$ cat src/rtl/elevador_pkg.sv
// Shared types and constants for the four-floor elevator controller.
package elevador_pkg;

  localparam int unsigned LARGURA_ANDAR = 2;

  typedef logic [LARGURA_ANDAR-1:0] andar_t;

  localparam andar_t TERREO = 2'd0;
  localparam andar_t ANDAR1 = 2'd1;
  localparam andar_t ANDAR2 = 2'd2;
  localparam andar_t ANDAR3 = 2'd3;

  typedef enum logic [2:0] {
    PARADO,
    SUBINDO,
    DESCENDO,
    PORTA,
    FALHA
  } estado_t;

endpackage

$ cat src/rtl/temporizador.sv
// Loadable down-counter that saturates at zero; used for travel and door timing.
module temporizador #(
  parameter int unsigned LARGURA = 4
) (
  input  logic               clk,
  input  logic               reset,
  input  logic               limpa,
  input  logic               carga,
  input  logic               conta,
  input  logic [LARGURA-1:0] valor,
  output logic               zero
);

  logic [LARGURA-1:0] contagem_q;

  always_ff @(posedge clk or negedge reset) begin
    if (!reset) begin
      contagem_q <= '0;
    end else if (limpa) begin
      contagem_q <= '0;
    end else if (carga) begin
      contagem_q <= valor;
    end else if (conta && (contagem_q != '0)) begin
      contagem_q <= contagem_q - 1'b1;
    end
  end

  assign zero = (contagem_q == '0);

endmodule

$ cat src/rtl/controle_elevador.sv
// Call scheduler and motion sequencer: latches calls, picks the nearest target
// (ties keep the last direction) and steps the floor one level per travel interval.
module controle_elevador
  import elevador_pkg::*;
#(
  parameter int unsigned T_VIAGEM = 4,
  parameter int unsigned T_PORTA  = 8
) (
  input  logic       clk,
  input  logic       reset,
  input  logic [3:0] Botao,
  input  logic       Erro,
  output logic       AndarB1,
  output logic       AndarB0,
  output logic       MotorSobe,
  output logic       MotorDesce,
  output logic       PortaAberta,
  output logic [3:0] Chamadas,
  output logic       Falha
);

  localparam int unsigned T_MAX     = (T_VIAGEM > T_PORTA) ? T_VIAGEM : T_PORTA;
  localparam int unsigned LARGURA_T = $clog2(T_MAX) + 1;
  // Timers load N-1 and the transition fires on the zero cycle, giving N cycles.
  localparam logic [LARGURA_T-1:0] CARGA_VIAGEM = LARGURA_T'(T_VIAGEM - 1);
  localparam logic [LARGURA_T-1:0] CARGA_PORTA  = LARGURA_T'(T_PORTA - 1);

  estado_t    estado_q, estado_d;
  andar_t     andar_q, andar_d;
  logic [3:0] chamadas_q, chamadas_d;
  logic       dir_q, dir_d;
  logic       sobe_q, desce_q, porta_q, falha_q;
  logic       zero_v, zero_p;
  logic       carga_v, carga_p, conta_v, conta_p, limpa_t;
  logic       chegada, reabre, limpa_andar;
  logic [1:0] rumo;

  // Returns {desce, sobe}; nearer distances override farther ones.
  function automatic logic [1:0] escolhe_rumo(input logic [3:0] ch, input andar_t a,
                                              input logic d);
    logic [1:0] r;
    logic       acima, abaixo;
    r = 2'b00;
    for (int k = 3; k >= 1; k--) begin
      acima  = 1'b0;
      abaixo = 1'b0;
      for (int f = 0; f < 4; f++) begin
        if (ch[f] && (f == int'(a) + k)) acima = 1'b1;
        if (ch[f] && (f == int'(a) - k)) abaixo = 1'b1;
      end
      if (acima && abaixo) r = d ? 2'b01 : 2'b10;
      else if (acima)      r = 2'b01;
      else if (abaixo)     r = 2'b10;
    end
    return r;
  endfunction

  assign rumo   = escolhe_rumo(chamadas_q, andar_q, dir_q);
  assign reabre = (estado_q == PORTA) && Botao[andar_q];

  always_comb begin
    estado_d = estado_q;
    andar_d  = andar_q;
    dir_d    = dir_q;
    chegada  = 1'b0;
    case (estado_q)
      PARADO: begin
        if (chamadas_q[andar_q]) begin
          estado_d = PORTA;
        end else if (rumo[0]) begin
          estado_d = SUBINDO;
          dir_d    = 1'b1;
        end else if (rumo[1]) begin
          estado_d = DESCENDO;
          dir_d    = 1'b0;
        end
      end
      SUBINDO: begin
        if (andar_q == ANDAR3) begin
          estado_d = PARADO;
        end else if (zero_v) begin
          andar_d = andar_q + 1'b1;
          chegada = 1'b1;
          if (chamadas_q[andar_d])                           estado_d = PORTA;
          else if ((chamadas_q & (4'b1110 << andar_d)) == 0) estado_d = PARADO;
        end
      end
      DESCENDO: begin
        if (andar_q == TERREO) begin
          estado_d = PARADO;
        end else if (zero_v) begin
          andar_d = andar_q - 1'b1;
          chegada = 1'b1;
          if (chamadas_q[andar_d])                              estado_d = PORTA;
          else if ((chamadas_q & ~(4'b1111 << andar_d)) == 0)   estado_d = PARADO;
        end
      end
      PORTA: begin
        if (!reabre && zero_p) estado_d = PARADO;
      end
      FALHA:   estado_d = PARADO;
      default: estado_d = PARADO;
    endcase
    // Fault freezes everything, including travel already in progress.
    if (Erro) begin
      estado_d = FALHA;
      andar_d  = andar_q;
      dir_d    = dir_q;
      chegada  = 1'b0;
    end
  end

  always_comb begin
    limpa_andar = (estado_q == PORTA) || (estado_d == PORTA);
    if (Erro || (estado_q == FALHA)) begin
      chamadas_d = chamadas_q;
    end else begin
      chamadas_d = (chamadas_q | Botao) & ~(limpa_andar ? (4'b0001 << andar_d) : 4'b0000);
    end
  end

  assign limpa_t = (estado_d == FALHA);
  assign conta_v = (estado_q == SUBINDO) || (estado_q == DESCENDO);
  assign carga_v = ((estado_d == SUBINDO) || (estado_d == DESCENDO)) &&
                   ((estado_q != estado_d) || chegada);
  assign conta_p = (estado_q == PORTA);
  assign carga_p = (estado_d == PORTA) && ((estado_q != PORTA) || reabre);

  temporizador #(.LARGURA(LARGURA_T)) u_viagem (
    .clk   (clk),
    .reset (reset),
    .limpa (limpa_t),
    .carga (carga_v),
    .conta (conta_v),
    .valor (CARGA_VIAGEM),
    .zero  (zero_v)
  );

  temporizador #(.LARGURA(LARGURA_T)) u_porta (
    .clk   (clk),
    .reset (reset),
    .limpa (limpa_t),
    .carga (carga_p),
    .conta (conta_p),
    .valor (CARGA_PORTA),
    .zero  (zero_p)
  );

  always_ff @(posedge clk or negedge reset) begin
    if (!reset) begin
      estado_q   <= PARADO;
      andar_q    <= TERREO;
      chamadas_q <= 4'b0000;
      dir_q      <= 1'b1;
      sobe_q     <= 1'b0;
      desce_q    <= 1'b0;
      porta_q    <= 1'b0;
      falha_q    <= 1'b0;
    end else begin
      estado_q   <= estado_d;
      andar_q    <= andar_d;
      chamadas_q <= chamadas_d;
      dir_q      <= dir_d;
      sobe_q     <= (estado_d == SUBINDO);
      desce_q    <= (estado_d == DESCENDO);
      porta_q    <= (estado_d == PORTA);
      falha_q    <= (estado_d == FALHA);
    end
  end

  assign AndarB1     = andar_q[1];
  assign AndarB0     = andar_q[0];
  assign MotorSobe   = sobe_q;
  assign MotorDesce  = desce_q;
  assign PortaAberta = porta_q;
  assign Chamadas    = chamadas_q;
  assign Falha       = falha_q;

endmodule

$ cat config.mk
export PLATFORM = sky130hd
export DESIGN_NAME = controle_elevador
export DESIGN_NICKNAME = d
export VERILOG_FILES = /design/src/rtl/elevador_pkg.sv /design/src/rtl/temporizador.sv /design/src/rtl/controle_elevador.sv
export SDC_FILE = /design/constraint.sdc
export NUM_CORES = 1
export LEC_CHECK = 0
export ABC_AREA = 1
export CAP_MARGIN = 10
export CORE_UTILIZATION = 26
export CTS_CLUSTER_SIZE = 40
export DETAILED_ROUTE_END_ITERATION = 10
export GPL_TIMING_DRIVEN = 0
export PLACE_DENSITY = 0.53
export SYNTH_ARGS = -nofsm -noshare
export SYNTH_HDL_FRONTEND = slang
export SYNTH_HIERARCHICAL = 1
export SYNTH_SLANG_ARGS = --single-unit
export TNS_END_PERCENT = 1
$ cat constraint.sdc
create_clock -name clk -period 2.7 [get_ports clk]
set_clock_uncertainty 0.2 [all_clocks]
set_input_delay 0.54 -clock clk [delete_from_list [all_inputs] [get_ports clk]]
set_output_delay 0.54 -clock clk [all_outputs]
set_load 0.02 [all_outputs]
Word level (Yosys, flattened, before mapping)

Cells that the tools add are included.
Widths: inputs -> output; s select.

Latch bits: 0
Word-level logic and storage cells: 197
Bits in writable memories: 0
Input port bits: 7
Bits in registers: 22
Memories: 0
ROM bits: 0

Eq/ne operators: 29
Order comparisons: 3
Bitwise operators: 8
Shift-type cells: 3
Div/mod/pow operators: 0
Muxes and demuxes: 76
Add/sub/neg operators: 10
Reduce and logical (&&, ||, !) cells: 58
Multiply operators: 0

Operators with widths:

| kind                 | number |
|---|---|
| $logic_not 32->1     | 8 |
| $eq 2x32->1 const A  | 3 |
| $eq 3x32->1 const A  | 3 |
| $and 4x32->32        | 2 |
| $shl 4x2->32 const A | 2 |
| $mux 3               | 13 |
| $mux 1               | 34 |
| $logic_and 1x1->1    | 33 |
| $not 32->32          | 1 |
| $mux 2               | 15 |
| $mux 4               | 7 |
| $eq 2x3->1 const A   | 6 |
| $eq 3x3->1 const A   | 6 |
| $eq 3x2->1 const B   | 4 |
| $pmux 3 s4           | 1 |
| $lt 2x3->1 const B   | 3 |
| $bmux 1 s2           | 4 |
| $logic_not 4->1      | 2 |
| $reduce_bool 4->1    | 2 |
| $sub 4x1->4 const B  | 2 |
| $add 2x2->3 const B  | 2 |
| $eq 3x1->1 const B   | 2 |
| $eq 3x3->1 const B   | 2 |
| $logic_or 1x1->1     | 6 |
| other kinds (21)     | 24 |

Depth between registers and ports, before layout

Word-level depth: 26
Gate-level depth with buffers: 26
Mapped depth without buffers: 24

Cells and area by module

Netlist, hierarchy kept.

Modules (own cells, without submodules):

| module            | area an instance (µm²) | cells each | times used | sequential area each (µm²) |
|---|---|---|---|---|
| controle_elevador | 1,343.8                | 202        | 1          | 351.6 |
| temporizador      | 332.8                  | 42         | 2          | 100.1 |

Worst setup path after synthesis

OpenSTA, ideal clock, no wires.

Path type: flip-flop to flip-flop
Start: register andar_q[0]
End: register u_viagem.contagem_q[3]
Cell stages (with the launch flop): 24
Buffers on the path: 2
Required time: 2.376 ns
Setup slack: -0.399 ns
Library setup time: 0.124 ns
Arrival: 2.776 ns
Path through: dfrtp_1 > buf_4 > inv_1 > ha_1 > buf_6 > nand2_4 > nand2_2 > a21oi_2 > nand2_1 > nand2_1 > nand2_2 > a21oi_2 > nand2_1 > nand2_1 > nand2_2 > nand2_2 > nand2_1 > nand2_1 > nand2_1 > a21oi_2 > inv_2 > or2_2 > nand3_2 > o21bai_2

Cells in the longest elaborated chain, start to end: 26

Ends and longest elaborated chain:

| item                                     | RTL line                                           | source |
|---|---|---|
| from (decl)                              | controle_elevador.sv:29                            | `andar_t andar_q, andar_d;` |
| from (signal assigned)                   | controle_elevador.sv:161                           | `andar_q <= andar_d;` |
| $sub 2x2->3                              | controle_elevador.sv:49                            | `if (ch[f] && (f == int'(a) - k)) abaixo = 1'b1;` |
| $logic_not 32->1                         | controle_elevador.sv:49                            |  |
| $logic_and 1x1->1                        | controle_elevador.sv:49                            |  |
| $mux 1 (4 in a row)                      | controle_elevador.sv:49                            |  |
| $mux 2                                   | controle_elevador.sv:53                            | `else if (abaixo) r = 2'b10;` |
| $mux 2                                   | controle_elevador.sv:52                            | `else if (acima) r = 2'b01;` |
| $mux 2                                   | controle_elevador.sv:51                            | `if (acima && abaixo) r = d ? 2'b01 : 2'b10;` |
| $mux 2                                   | controle_elevador.sv:53                            |  |
| (+8 left out)                            | -                                                  |  |
| $pmux 3 s4                               | controle_elevador.sv:66                            | `case (estado_q)` |
| $mux 3                                   | controle_elevador.sv:105                           | `if (Erro) begin` |
| $eq 3x1->1, or another cell as far along | controle_elevador.sv:124                           | `assign carga_v = ((estado_d == SUBINDO) \|\| (estado_d == DESCENDO)) &&` |
| $logic_or 1x1->1 (on tied branches)      | controle_elevador.sv:124, controle_elevador.sv:125 |  |
| $logic_and 1x1->1 *                      | controle_elevador.sv:124                           |  |
| named net carga_v                        | controle_elevador.sv:34                            | `logic carga_v, carga_p, conta_v, conta_p, limpa_t;` |
| $mux 4                                   | temporizador.sv:21                                 | `end else if (carga) begin` |
| $mux 4                                   | temporizador.sv:19                                 | `end else if (limpa) begin` |
| to (signal assigned)                     | temporizador.sv:22                                 | `contagem_q <= valor;` |
| to (signal assigned)                     | temporizador.sv:24                                 | `contagem_q <= contagem_q - 1'b1;` |
| to (decl)                                | temporizador.sv:14                                 | `logic [LARGURA-1:0] contagem_q;` |

Mark *: on every way through the listed nets, which the timed path passes. The rest lies on a longest branch. The select of a mux whose other input is x is not followed.
A chain may end at the register's enable or synchronous reset.

Final worst setup path

Same ends and word-level chain as after synthesis.

==> impl_metrics.ini <==
[run]
cap_viol_max_count = 0

[yosys]
synth_top_area_share_pct = 26.2
synth_flop_cell = dfrtp_1
synth_cell_types = 39
synth-seq-cells = 22
yosysSeqAreaShare_pct = 27.5
synth_warnings = 6
syn_inst = 286
async_reset_ff_share_pct = 100
netlist_top_cells_area = dfrtp_1 (26%), nand2_1 (13%), inv_1 (7.8%)
synth.most_common_cell = nand2_1
syn_area_um2 = 2010
syn_area_per_cell_um2 = 7.03
synth_largest_area_cell = dfrtp_1
synth_commonest_cells = nand2_1 (69), inv_1 (42), dfrtp_1 (21)
synth-edff-count = 0

[run_status]
status = finished with violations
violations = negative setup slack

[finish]
drive_above_1_share_pct = 29.0
antennaDiodeCount = 0
area_delta_synth_final_pct = 33.4
nNetsFinal = 349
stdcell_count = 430
fillers = 807
final_cell_area_um2 = 2680

[worst_setup_path]
start_kind = flop
cp-end-kind = flop
cp_max_fo = 8
arrival_ps = 2940
crit_required_ps = 2650
crit_type = reg -> reg

[clocking]
clk_latency_ps = 260
clkSinkCount = 22
numCtsBuffers = 3
cts_tree = done
h-tree-depth = 1
cts_root_buf = clkbuf_8
clk_transition_reported_paths_ps = 90
clockBufferDepth = 2

[sta]
relSlewSlack_pct = 28.3
fmax_mhz = 334
period_share_pct = 111
hold_ws_ps = 318
slew_violations = 0
setup_ws_ps = -290
tns_ps = -1430
rsz0062_at_grt = yes
worst_pin_slew_ps = 1070
finalCriticalPeriod_ps = 2990
setup_viol = 8
hold_viol_final = 0

[route]
wl_per_cell_um = 11.6
vias_per_cell = 4.50
drtIter0Drc = 73
drc = 0
vias = 1933
antenna_left = 0
routed_wl_um = 4970
firstDrtPassIters = 4

[power_and_ir_drop]
power.density_nw_per_um2 = 1060
p_clk_share_pct = 8.6
swShare_pct = 49.3
ir_worst_vdd_uv = 248
p_int_w = 0.00144
p_leak_nw = 1.29
switching_power_w = 0.00140
p_seq_share_pct = 18.2
p_comb_share_pct = 73.1

[die]
initial_core_util_pct = 27.3
die_w_um = 89.9
fp.coreArea_um2 = 7370
die_y_um = 89.9
dieArea_um2 = 8080
rows = 31
ios = 17

[place]
dp.cells = 407
port_buffers = 16
place.gp.congestion = 0.833
hpwl_um = 3530
pre_cts_ws_ps = -614
dpl_cell_area_um2 = 2340

[worst_hold_path]
hold_class = reg -> reg

[global_route]
grt_max_degree = 23
grt_overflow = 0
grt_pass1_wl_um = 8550
antenna_found_initial = 0
grt.total_usage_pct = 12.6
grt_pass1_vias = 1942
## power by group through the flow
stage | Sequential (W) | Combinational (W) | Clock [W]
3_5_place_dp | 0.000529 | 0.00164 | 0
5_1_grt | 0.000531 | 0.00231 | 0.000271
6_report | 0.000517 | 0.00207 | 0.000245
4_1_cts | 0.000516 | 0.00192 | 0.000258
2_1_floorplan | 0.000550 | 0.00126 | 0
3_3_place_gp | 0.000528 | 0.00163 | 0
## routing by layer
metal  vias to the layer above  global-route usage (%)  wire, µm
li1                       1004                       -         -
met1                       888                    15.8      2320
met2                        33                    22.1      2470
met3                         8                    1.35       105
met4                         0                    5.24        86
met5                         -                       0         0
## worst max-delay path, cell delays in order, from the launching register on
cell and delay, ps:
dfrtp_2 420, buf_6 120, clkinvlp_4 140, ha_4 220, nand2_4 70, nand2_4 90, a21oi_4 70, buf_4 130
buf_4 120, nand2_1 60, nand2_1 70, nand3_1 70, nand2_1 50, nand2_1 70, nand2_2 80, nand2_4 100
nand3_2 70, nand2_1 80, inv_1 40, a21oi_2 130, inv_2 110, or2_4 240, nand3_2 60, o21bai_2 50
## final timing paths
path	depth (start not counted)	end	start	slack, ps
min in group asynchronous	1	u_porta/contagem_q[2]	reset	650
worst max register to register	23	u_viagem/contagem_q[3]	andar_q[0]	-290
worst min register to register	2	u_viagem/contagem_q[0]	u_viagem/contagem_q[0]	320
worst max-delay path	23	u_viagem/contagem_q[3]	andar_q[0]	-290
max in group asynchronous	1	andar_q[1]	reset	940
worst min-delay path	2	u_viagem/contagem_q[0]	u_viagem/contagem_q[0]	320
## what timing repair did
item	CTS	global route
resized for setup	24	12
hold buffers	0	0
setup endpoints to repair	12	12
buffers inserted	15	5
pin swaps	22	11
## area by class of cell
class | instances | area, µm² | area share, %
Buffer | 6 | 48.8 | 1.82
Clock buffer | 4 | 55.1 | 2.05
Sequential cell | 22 | 554 | 20.7
Tap cell | 99 | 124 | 4.62
Timing Repair Buffer | 36 | 325 | 12.1
Inverter | 48 | 194 | 7.23
Multi-Input combinational cell | 215 | 1380 | 51.5
## cell families (layout without fill, tap and decap cells)
family                     Yosys count  count (layout)  share of synthesized area [%]
muxes                                1               1                          0.498
other                                2               8                          0.374
AOI/OAI and AO/OA                   53              53                           18.7
xor gates and xnor gates             2               2                          0.872
buffers and inverters               55              94                           11.8
DFF                                 22              22                           27.5
and+or+nand+nor                    141             141                           34.1
adders and majority gates           10              10                           6.23
## through the flow
stage               power, W  utilization [%]
floorplan            0.00181                -
global placement     0.00216             31.8
detailed placement   0.00217             31.8
CTS                  0.00269             35.1
global route         0.00311             36.4
finish               0.00284             36.4
## state kept, by name (all words and copies together), names as in the netlist
register,cells
PortaAberta,1
MotorDesce,1
Chamadas,4
dir_q,1
MotorSobe,1
u_viagem/contagem_q,4
andar_q,2
Falha,1
estado_q,3
u_porta/contagem_q,4
## cells in the final DEF (no fill, tap or decap), types with 4 or more instances in the layout
master	instances
a21oi_1	5
a22oi_1	5
buf_4	17
buf_6	7
clkbuf_8	4
clkdlybuf4s50_1	16
conb_1	8
dfrtp_1	19
ha_1	6
inv_1	40
inv_2	4
nand2_1	65
nand2_2	12
nand2_4	9
nand3_1	17
nand3_2	5
nand4_1	5
nor2_1	17
nor2_4	4
o211ai_1	4
o21ai_0	10
o21ai_2	8
Power figures use the tool's default switching activity.
